File: config.mk
export PLATFORM = sky130hd
export DESIGN_NAME = ctrl_seq_unit
export DESIGN_NICKNAME = d
export VERILOG_FILES = /design/src/rtl/ctrl_pkg.sv /design/src/rtl/ctrl_seq_unit_decode.sv /design/src/rtl/ctrl_seq_unit.sv
export SDC_FILE = /design/constraint.sdc
export NUM_CORES = 1
export LEC_CHECK = 0
export BUFFER_PORTS_ARGS = -buffer_cell sky130_fd_sc_hd__buf_4
export CAP_MARGIN = 40
export CORE_MARGIN = 5
export CORE_UTILIZATION = 51
export DETAILED_ROUTE_END_ITERATION = 10
export PLACE_DENSITY = 0.82
export SLEW_MARGIN = 20
export SYNTH_ARGS = -nofsm -noshare
export SYNTH_HDL_FRONTEND = slang
export SYNTH_SLANG_ARGS = --single-unit
File: constraint.sdc
create_clock -name clk -period 2.2 [get_ports clk]
set_clock_uncertainty 0.15 [all_clocks]
set_input_delay 0 -clock clk [delete_from_list [all_inputs] [get_ports clk]]
set_output_delay 0 -clock clk [all_outputs]
set_load 0.02 [all_outputs]
File: src/rtl/ctrl_pkg.sv
// Shared definitions for the ID-stage control sequencer: opcodes, control-word
// bit map, FSM states and the bubble constant.
package ctrl_pkg;

  localparam int OPCODE_W = 5;
  localparam int CTRL_W   = 13;
  localparam int CNT_W    = 4;

  localparam logic [OPCODE_W-1:0] OP_ART  = 5'd0;
  localparam logic [OPCODE_W-1:0] OP_LOG  = 5'd1;
  localparam logic [OPCODE_W-1:0] OP_JMP  = 5'd2;
  localparam logic [OPCODE_W-1:0] OP_BQE  = 5'd3;
  localparam logic [OPCODE_W-1:0] OP_BNE  = 5'd4;
  localparam logic [OPCODE_W-1:0] OP_LD   = 5'd5;
  localparam logic [OPCODE_W-1:0] OP_ST   = 5'd6;
  localparam logic [OPCODE_W-1:0] OP_CRY  = 5'd7;
  localparam logic [OPCODE_W-1:0] OP_IMM  = 5'd8;
  localparam logic [OPCODE_W-1:0] OP_CALL = 5'd9;
  localparam logic [OPCODE_W-1:0] OP_RET  = 5'd10;

  localparam int B_JUMP       = 12;
  localparam int B_RET        = 11;
  localparam int B_POP        = 10;
  localparam int B_PUSH       = 9;
  localparam int B_BRANCHTYPE = 8;
  localparam int B_REGDIST    = 7;
  localparam int B_ALUOP      = 6;
  localparam int B_ALUSRC     = 5;
  localparam int B_MEMWRITE   = 4;
  localparam int B_MEMREAD    = 3;
  localparam int B_MEMTOREG   = 2;
  localparam int B_REGWRITE   = 1;
  localparam int B_BRANCH     = 0;

  typedef enum logic {
    IDLE = 1'b0,
    WAIT = 1'b1
  } state_t;

  localparam logic [CTRL_W-1:0] CTRL_NOP = '0;

  function automatic logic [CTRL_W-1:0] ctrl_bit(input int idx);
    return CTRL_W'(1) << idx;
  endfunction

endpackage

File: src/rtl/ctrl_seq_unit_decode.sv
// Combinational opcode decoder: head/tail control words, sequence and legality flags.
module ctrl_decode
  import ctrl_pkg::*;
#(
  parameter int OPCODE_W = 5
) (
  input  logic [OPCODE_W-1:0] opcode,
  output logic [CTRL_W-1:0]   head_word,
  output logic [CTRL_W-1:0]   tail_word,
  output logic                is_seq,
  output logic                is_legal
);

  always_comb begin
    head_word = CTRL_NOP;
    tail_word = CTRL_NOP;
    is_seq    = 1'b0;
    is_legal  = 1'b1;
    case (opcode)
      OP_ART, OP_LOG: head_word = ctrl_bit(B_REGDIST) | ctrl_bit(B_REGWRITE);
      OP_JMP:         head_word = ctrl_bit(B_JUMP);
      OP_BQE:         head_word = ctrl_bit(B_BRANCH);
      OP_BNE:         head_word = ctrl_bit(B_BRANCH) | ctrl_bit(B_BRANCHTYPE);
      OP_LD:          head_word = ctrl_bit(B_MEMREAD) | ctrl_bit(B_MEMTOREG)
                                | ctrl_bit(B_REGWRITE);
      OP_ST:          head_word = ctrl_bit(B_MEMWRITE);
      OP_CRY:         head_word = ctrl_bit(B_REGWRITE);
      OP_IMM:         head_word = ctrl_bit(B_REGDIST) | ctrl_bit(B_REGWRITE)
                                | ctrl_bit(B_ALUSRC);
      OP_CALL: begin
        head_word = ctrl_bit(B_PUSH);
        tail_word = ctrl_bit(B_JUMP);
        is_seq    = 1'b1;
      end
      OP_RET: begin
        head_word = ctrl_bit(B_POP);
        tail_word = ctrl_bit(B_RET);
        is_seq    = 1'b1;
      end
      default: is_legal = 1'b0;
    endcase
  end

endmodule

File: src/rtl/ctrl_seq_unit.sv
// Registered ID/EX control sequencer; CALL/RET become push/pop, bubbles, jump/ret.
// Optional undefined-opcode trap enabled with `define CTRL_ILLEGAL_TRAP_EN.
module ctrl_seq_unit #(
  parameter int OPCODE_W     = 5,
  parameter int STACK_CYCLES = 1,
  parameter int CTRL_W       = 13
) (
  input  logic                clk,
  input  logic                rst_n,
  input  logic [OPCODE_W-1:0] opcode,
  input  logic                id_valid,
  input  logic                hazard,
  input  logic                flush,
  input  logic                illegal_clr,
  output logic                id_stall,
  output logic                ex_valid,
  output logic [CTRL_W-1:0]   ex_ctrl,
  output logic                busy,
  output logic                illegal,
  output logic [OPCODE_W-1:0] illegal_opcode
);
  import ctrl_pkg::*;

  // Handshake: id_stall=1 means ID must hold its instruction this cycle;
  // ex_valid=1 qualifies ex_ctrl as a real operation, ex_valid=0 is a bubble.

  state_t            state_q, state_d;
  logic [CNT_W-1:0]  cnt_q, cnt_d;
  logic [CTRL_W-1:0] tail_q, tail_d;
  logic [CTRL_W-1:0] ex_ctrl_q, ex_ctrl_d;
  logic              ex_valid_q, ex_valid_d;

  logic [CTRL_W-1:0] head_word, tail_word;
  logic              is_seq, is_legal;

  ctrl_decode #(.OPCODE_W(OPCODE_W)) u_decode (
    .opcode    (opcode),
    .head_word (head_word),
    .tail_word (tail_word),
    .is_seq    (is_seq),
    .is_legal  (is_legal)
  );

`ifdef CTRL_ILLEGAL_TRAP_EN
  logic trap_hit;
`endif

  always_comb begin
    state_d    = state_q;
    cnt_d      = cnt_q;
    tail_d     = tail_q;
    ex_valid_d = 1'b0;
    ex_ctrl_d  = CTRL_NOP;
    id_stall   = 1'b0;
`ifdef CTRL_ILLEGAL_TRAP_EN
    trap_hit   = 1'b0;
`endif
    case (state_q)
      IDLE: begin
        if (flush) begin
          id_stall = 1'b0;
        end else if (hazard) begin
          id_stall = 1'b1;
        end else if (id_valid) begin
          if (is_seq) begin
            ex_valid_d = 1'b1;
            ex_ctrl_d  = head_word;
            cnt_d      = CNT_W'(STACK_CYCLES - 1);
            tail_d     = tail_word;
            state_d    = WAIT;
            id_stall   = 1'b1;
          end else if (is_legal) begin
            ex_valid_d = 1'b1;
            ex_ctrl_d  = head_word;
          end else begin
`ifdef CTRL_ILLEGAL_TRAP_EN
            trap_hit   = 1'b1;
`else
            ex_valid_d = 1'b1;
`endif
          end
        end
      end
      WAIT: begin
        if (flush) begin
          state_d = IDLE;
          cnt_d   = '0;
        end else if (cnt_q != '0) begin
          cnt_d    = cnt_q - 1'b1;
          id_stall = 1'b1;
        end else begin
          ex_valid_d = 1'b1;
          ex_ctrl_d  = tail_q;
          state_d    = IDLE;
        end
      end
      default: state_d = IDLE;
    endcase
  end

  always_ff @(posedge clk) begin
    if (!rst_n) begin
      state_q    <= IDLE;
      cnt_q      <= '0;
      tail_q     <= CTRL_NOP;
      ex_valid_q <= 1'b0;
      ex_ctrl_q  <= CTRL_NOP;
    end else begin
      state_q    <= state_d;
      cnt_q      <= cnt_d;
      tail_q     <= tail_d;
      ex_valid_q <= ex_valid_d;
      ex_ctrl_q  <= ex_ctrl_d;
    end
  end

  assign ex_valid = ex_valid_q;
  assign ex_ctrl  = ex_ctrl_q;
  assign busy     = (state_q != IDLE);

`ifdef CTRL_ILLEGAL_TRAP_EN
  logic                illegal_q, illegal_d;
  logic [OPCODE_W-1:0] illegal_op_q, illegal_op_d;

  // A new trap in the same cycle as a clear re-arms the flag with the new opcode.
  always_comb begin
    illegal_d    = illegal_q;
    illegal_op_d = illegal_op_q;
    if (illegal_clr) begin
      illegal_d    = 1'b0;
      illegal_op_d = '0;
    end
    if (trap_hit && (!illegal_q || illegal_clr)) begin
      illegal_d    = 1'b1;
      illegal_op_d = opcode;
    end
  end

  always_ff @(posedge clk) begin
    if (!rst_n) begin
      illegal_q    <= 1'b0;
      illegal_op_q <= '0;
    end else begin
      illegal_q    <= illegal_d;
      illegal_op_q <= illegal_op_d;
    end
  end

  assign illegal        = illegal_q;
  assign illegal_opcode = illegal_op_q;
`else
  logic unused_illegal_clr;
  assign unused_illegal_clr = illegal_clr;
  assign illegal            = 1'b0;
  assign illegal_opcode     = '0;
`endif

endmodule

# ---- Word-level counts from Yosys, hierarchy flattened
# Index checks and enable logic that the tools add are counted.
dict set report totals {
  reg_bits 32
  latchBits 0
  ramBits 0
  romBits 0
  in_bits 11
  output_inout_bits 22
  n_memories 0
}
dict set report op_classes {
  n_addsub 1
  multipliers 0
  div_mod_pow 0
  order_cmp 0
  n_eq_ne 15
  shift 0
  mux 35
  bitwise 3
  reduce_logical 7
}
# op n
set op_table {}
lappend op_table {{$pmux 13 s10} 1}
lappend op_table {{$mux 13} 7}
lappend op_table {{$pmux 13 s2} 2}
lappend op_table {{$mux 4} 6}
lappend op_table {{$eq 5x3->1 const B} 4}
lappend op_table {{$eq 5x4->1 const B} 3}
lappend op_table {{$mux 1} 15}
lappend op_table {{$reduce_or 11->1} 1}
lappend op_table {{$eq 5x2->1 const B} 2}
lappend op_table {{$reduce_and 5->1} 2}
lappend op_table {{$ne 2x2->1 const B} 4}
lappend op_table {{$pmux 4 s2} 1}
lappend op_table {{$pmux 1 s2} 3}
lappend op_table {{$eq 5x1->1 const B} 1}
lappend op_table {{$logic_not 5->1} 1}
lappend op_table {{$reduce_bool 4->1} 1}
lappend op_table {{$reduce_or 2->1} 2}
lappend op_table {{$sub 4x1->4 const B} 1}
lappend op_table {{$ne 3x2->1 const B} 1}
lappend op_table {{$not 1->1} 3}

# ---- Depth between registers and ports, before layout
dict set report depth {
  ltp_word 9
  depth_mapped 5
  depth_no_buf 5
}

# ---- By module
# Synthesis repeated with hierarchy kept, for this count alone.
dict set report unflattened {
  hier_cells 204
  hier_area_um2 1778.0
}
# mod instances cells_each area_each_um2 seq_area_each_um2
set by_module_without_submodules {}
lappend by_module_without_submodules {ctrl_seq_unit 1 163 1488.9 640.6}
lappend by_module_without_submodules {ctrl_decode 1 41 289.0 0.0}

# ---- Least setup slack after synthesis
# OpenSTA, ideal clock, no wires.
dict set report synth_path {
  path_type {register -> output}
  start {register state_q, in the netlist busy}
  end {output id_stall}
  t_arrival_ps 1407
  path_slack_ps 643
  stages_incl_launch_ff 4
  n_path_buf 1
  cell_sequence {dfxtp_1 -> clkbuf_1 -> a311oi_1 -> a211oi_1}
}
dict set report synth_via {
  elab_chain_cells 2
}
# item line_no
set synth_rtl {}
lappend synth_rtl {{from (decl)} ctrl_seq_unit.sv:27} ;# state_t state_q, state_d;
lappend synth_rtl {{from (signal assigned)} ctrl_seq_unit.sv:109} ;# state_q <= state_d;
lappend synth_rtl {{$not 1->1} --}
lappend synth_rtl {{$pmux 1 s2 (*)} ctrl_seq_unit.sv:58} ;# case (state_q)
lappend synth_rtl {{to (decl)} ctrl_seq_unit.sv:15} ;# output logic id_stall,
# Every way passes the cells marked *; elsewhere a longest branch is shown, timed or not.

# ---- Worst setup path after layout
dict set report layout_path {
  start {register state_q, in the netlist busy}
  end {register ex_ctrl_q[12], in the netlist ex_ctrl[12]}
}
dict set report layout_via {
  elab_chain_cells 2
}
# item line_no
set layout_rtl {}
lappend layout_rtl {{$not 1->1} --}
lappend layout_rtl {{$pmux 13 s2 (*)} ctrl_seq_unit.sv:58}
lappend layout_rtl {{to (signal assigned)} ctrl_seq_unit.sv:113} ;# ex_ctrl_q <= ex_ctrl_d;
lappend layout_rtl {{to (decl)} ctrl_seq_unit.sv:30} ;# logic [CTRL_W-1:0] ex_ctrl_q, ex_ctrl_d;
# Marks and branches as above.
# A chain may end at the register's enable or synchronous reset.

==> impl_results.md <==
* Met1 WL at 852 µm
* CTS tree: built
* R2r startpoint: busy
* Final Hold Viols at 0
* Largest net degree at the start of global routing at 14
* P&R area growth vs syn at 38.3%
* Core footprint at 1710 µm²
* Wirelength per Cell at 13.3 µm
* Worst Path Required at 2.30 ns
* Synth top cells by count: dfxtp_1 (19), buf_4 (8), nor3_1 (7), nor2_1 (6), inv_1 (4)
* Initial antenna violation count at 0
* Worst path slowest cell: dlygate4sd3_1
* Pleak at 0.530 nW
* Initial Util at 52.8%
* Async set-reset flop share out of synthesis at 0%
* Register bit total from synthesis at 19
* Buffer depth of the longest clock path at 2
* Most used DFF post-synth: dfxtp_1
* Clk pin slew, worst setup/hold paths at 0.11 ns
* DRT Pass-1 Iters at 4
* Max stage delay on crit path at 0.58 ns
* Setup CP Type: flop to flop
* Die Ht at 52.1 µm
* Vias post-DR at 805
* Final setup fails at 0
* Clk_lat worst skew at 0.29 ns
* HP Class: input pin to flop
* Vias in the first global route at 782
* H-tree depth at 1
* Via density per instance at 5.13
* Register area share after synthesis at 42.2%
* Worst slack, placed at 0.557 ns
* Row count at 15
* Final RePlAce weighted congestion at 0.817
* Met3 WL post-DR at 105 µm
* Dpl hpwl at 1430 µm
* Number of synthesized flops with an enable pin at 0
* Syn Inst Count at 93
* Total global routing overflow at 0
* Number of fill cells in the layout at 117
* Post-synthesis average cell area at 9.70 µm²
* IO Port Bufs at 24
* Multi-input gate area at 460 µm²
* Post-synth top area share at 42.2%
* Max Fanout on Critical Path at 13
* Die outline area at 2710 µm²
* Post-route ant nets at 0
* Layout cells sized above 1 at 28.8%
* CTS root buf: clkbuf_4
* VDD IR max at 0.388 mV
* Worst setup SP type: flop
* Total CTS buffers at 3
* WHS Endpoint: ex_ctrl[10]
* Yosys cell types at 38
* Area contributors post-synth: dfxtp_1 (42%), buf_4 (6.7%), nor3_1 (3.9%)
* Gr usage total at 16.6%
* Initial DRC Count at 10
* Worst setup EP type: flop
* Achievable Freq at 475 MHz
* Worst R2R Path Depth at 4
* CP startpoint: busy
* Outcome: finished, final reports clean
* Fin worst setup slack at 0.0953 ns
* Worst EP arrival at 2.20 ns
* Final Max Tran Viols at 0
* Most numerous cell in the Yosys netlist: dfxtp_1
* Worst reg2reg endpoint: ex_ctrl[12]
* I/O pins at 33
* DIE WIDTH at 52.1 µm
* P per Cell Area at 483 nW/µm²
* Maxcap violations at 0
* Period utilization at 95.7%
* Cell taking the most area after synthesis: dfxtp_1
* Register-to-register setup slack at 0.1 ns
* NumNets Final at 146
* Total power at 0.603 mW
* Post-route minimum period at 2.10 ns
* WL final at 2090 µm
* DRC violations left at 0
* Worst path cell trace: nor4b_4, nand4_1, o41ai_2, dlygate4sd3_1
* Clk sink count at 19
* Top routing layer used: met4
* First-pass GRT wire length at 3310 µm
* Hold Path Depth at 4
* Warnings from Yosys at 0
* Synthesized cell area at 902 µm²
* Antenna diode count at 0
* Storage cell area at 380 µm²
* DR WL met2 at 1070 µm
* Min-delay src: id_valid
[area by class of cell]
type	count	area share [%]
inverters	4	1.20
clock inverters	1	0.401
well taps	25	2.51
clock buffers	3	1.81
flip-flops and latches	19	30.5
repair buffers	40	26.7
multi-input cells	65	36.9
[critical path: cells and delay by family, from the launching register on]
family          cells  cell delay (ns)
buf+inv             1             0.58
simple gates        2             0.64
flops               1             0.45
compound gates      1             0.24
[sequential cells by signal (all words and copies together), names as in the netlist]
name and count:
tail_q 2, busy 1, cnt_q 4, ex_valid 1, ex_ctrl 11
[how the worst max path moves through the flow]
stage	endpoint	slack (ns)	depth (start not counted)
6_report	ex_ctrl[12]	0.1	4
5_1_grt	ex_ctrl[12]	-0.03	4
4_1_cts	ex_ctrl[12]	0.08	4
3_5_place_dp	cnt_q[0]	0.56	5
3_3_place_gp	cnt_q[1]	0.59	5
2_1_floorplan	id_stall	0.64	3
[layout by cell type, fill, tap and decap left out, drive strengths merged]
cell	count
dlygate4sd3	13
inv	4
nor2b	1
ha	2
nor3	7
xor2	1
nand3	1
nand4	1
and3b	2
or4	1
or3b	2
a32oi	1
a22oi	1
clkinv	1
nor4b	1
and4bb	1
a211oi	1
nand2	3
a21o	1
a2111oi	1
o2bb2ai	2
a31o	3
a31oi	2
nand3b	3
o21ai	4
dfxtp	19
or3	1
clkbuf	3
buf	27
and3	1
nor3b	4
a311oi	1
nand2b	2
nor2	6
o41ai	1
conb	7
[power breakdown]
group	switching (mW)	internal (mW)
sequential	0.000600	0.345
clock	0.104	0.0677
combinational	0.0468	0.0381
total	0.152	0.451
[per-layer routing]
layer  up-vias  global-route usage (%)
met5         -                       0
met4         0                    10.9
met3         6                    3.15
met2        25                    29.5
met1       368                    17.6
li1        406                       -
[cell families after synthesis]
| family | count (synthesis) | synth area share (%) |
|---|---|---|
| DFF | 19 | 42.2 |
| buffers and inverters | 15 | 9.85 |
| AOI/OAI and AO/OA | 18 | 16.4 |
| xor gates and xnor gates | 1 | 0.971 |
| other | 1 | 0.416 |
| adders and majority gates | 2 | 2.77 |
| and+or+nand+nor | 37 | 27.5 |
[through the flow]
stage / cells / area [µm²] / util [%] / TNS, ns / hold slack [ns]
finish: 157 / 1250 / 73.0 / 0 / 0.0870
global route: 157 / 1250 / 73.0 / -0.0265 / 0.0794
CTS: 154 / 1220 / 71.4 / 0 / 0.0720
detailed placement: 137 / 1060 / 62.2 / 0 / 0.0897
global placement: 137 / 1060 / 62.2 / 0 / 0.0858
floorplan: 99 / 925 / - / 0 / -0.0707
[what timing repair did]
| action | CTS | global route |
|---|---|---|
| endpoints found under the hold margin | 16 | 0 |
| setup buffers | 0 | 3 |
| gates resized for setup | 0 | 1 |
| setup endpoints to repair | 0 | 3 |
| hold buffers | 13 | 0 |
Power figures use the tool's default switching activity.
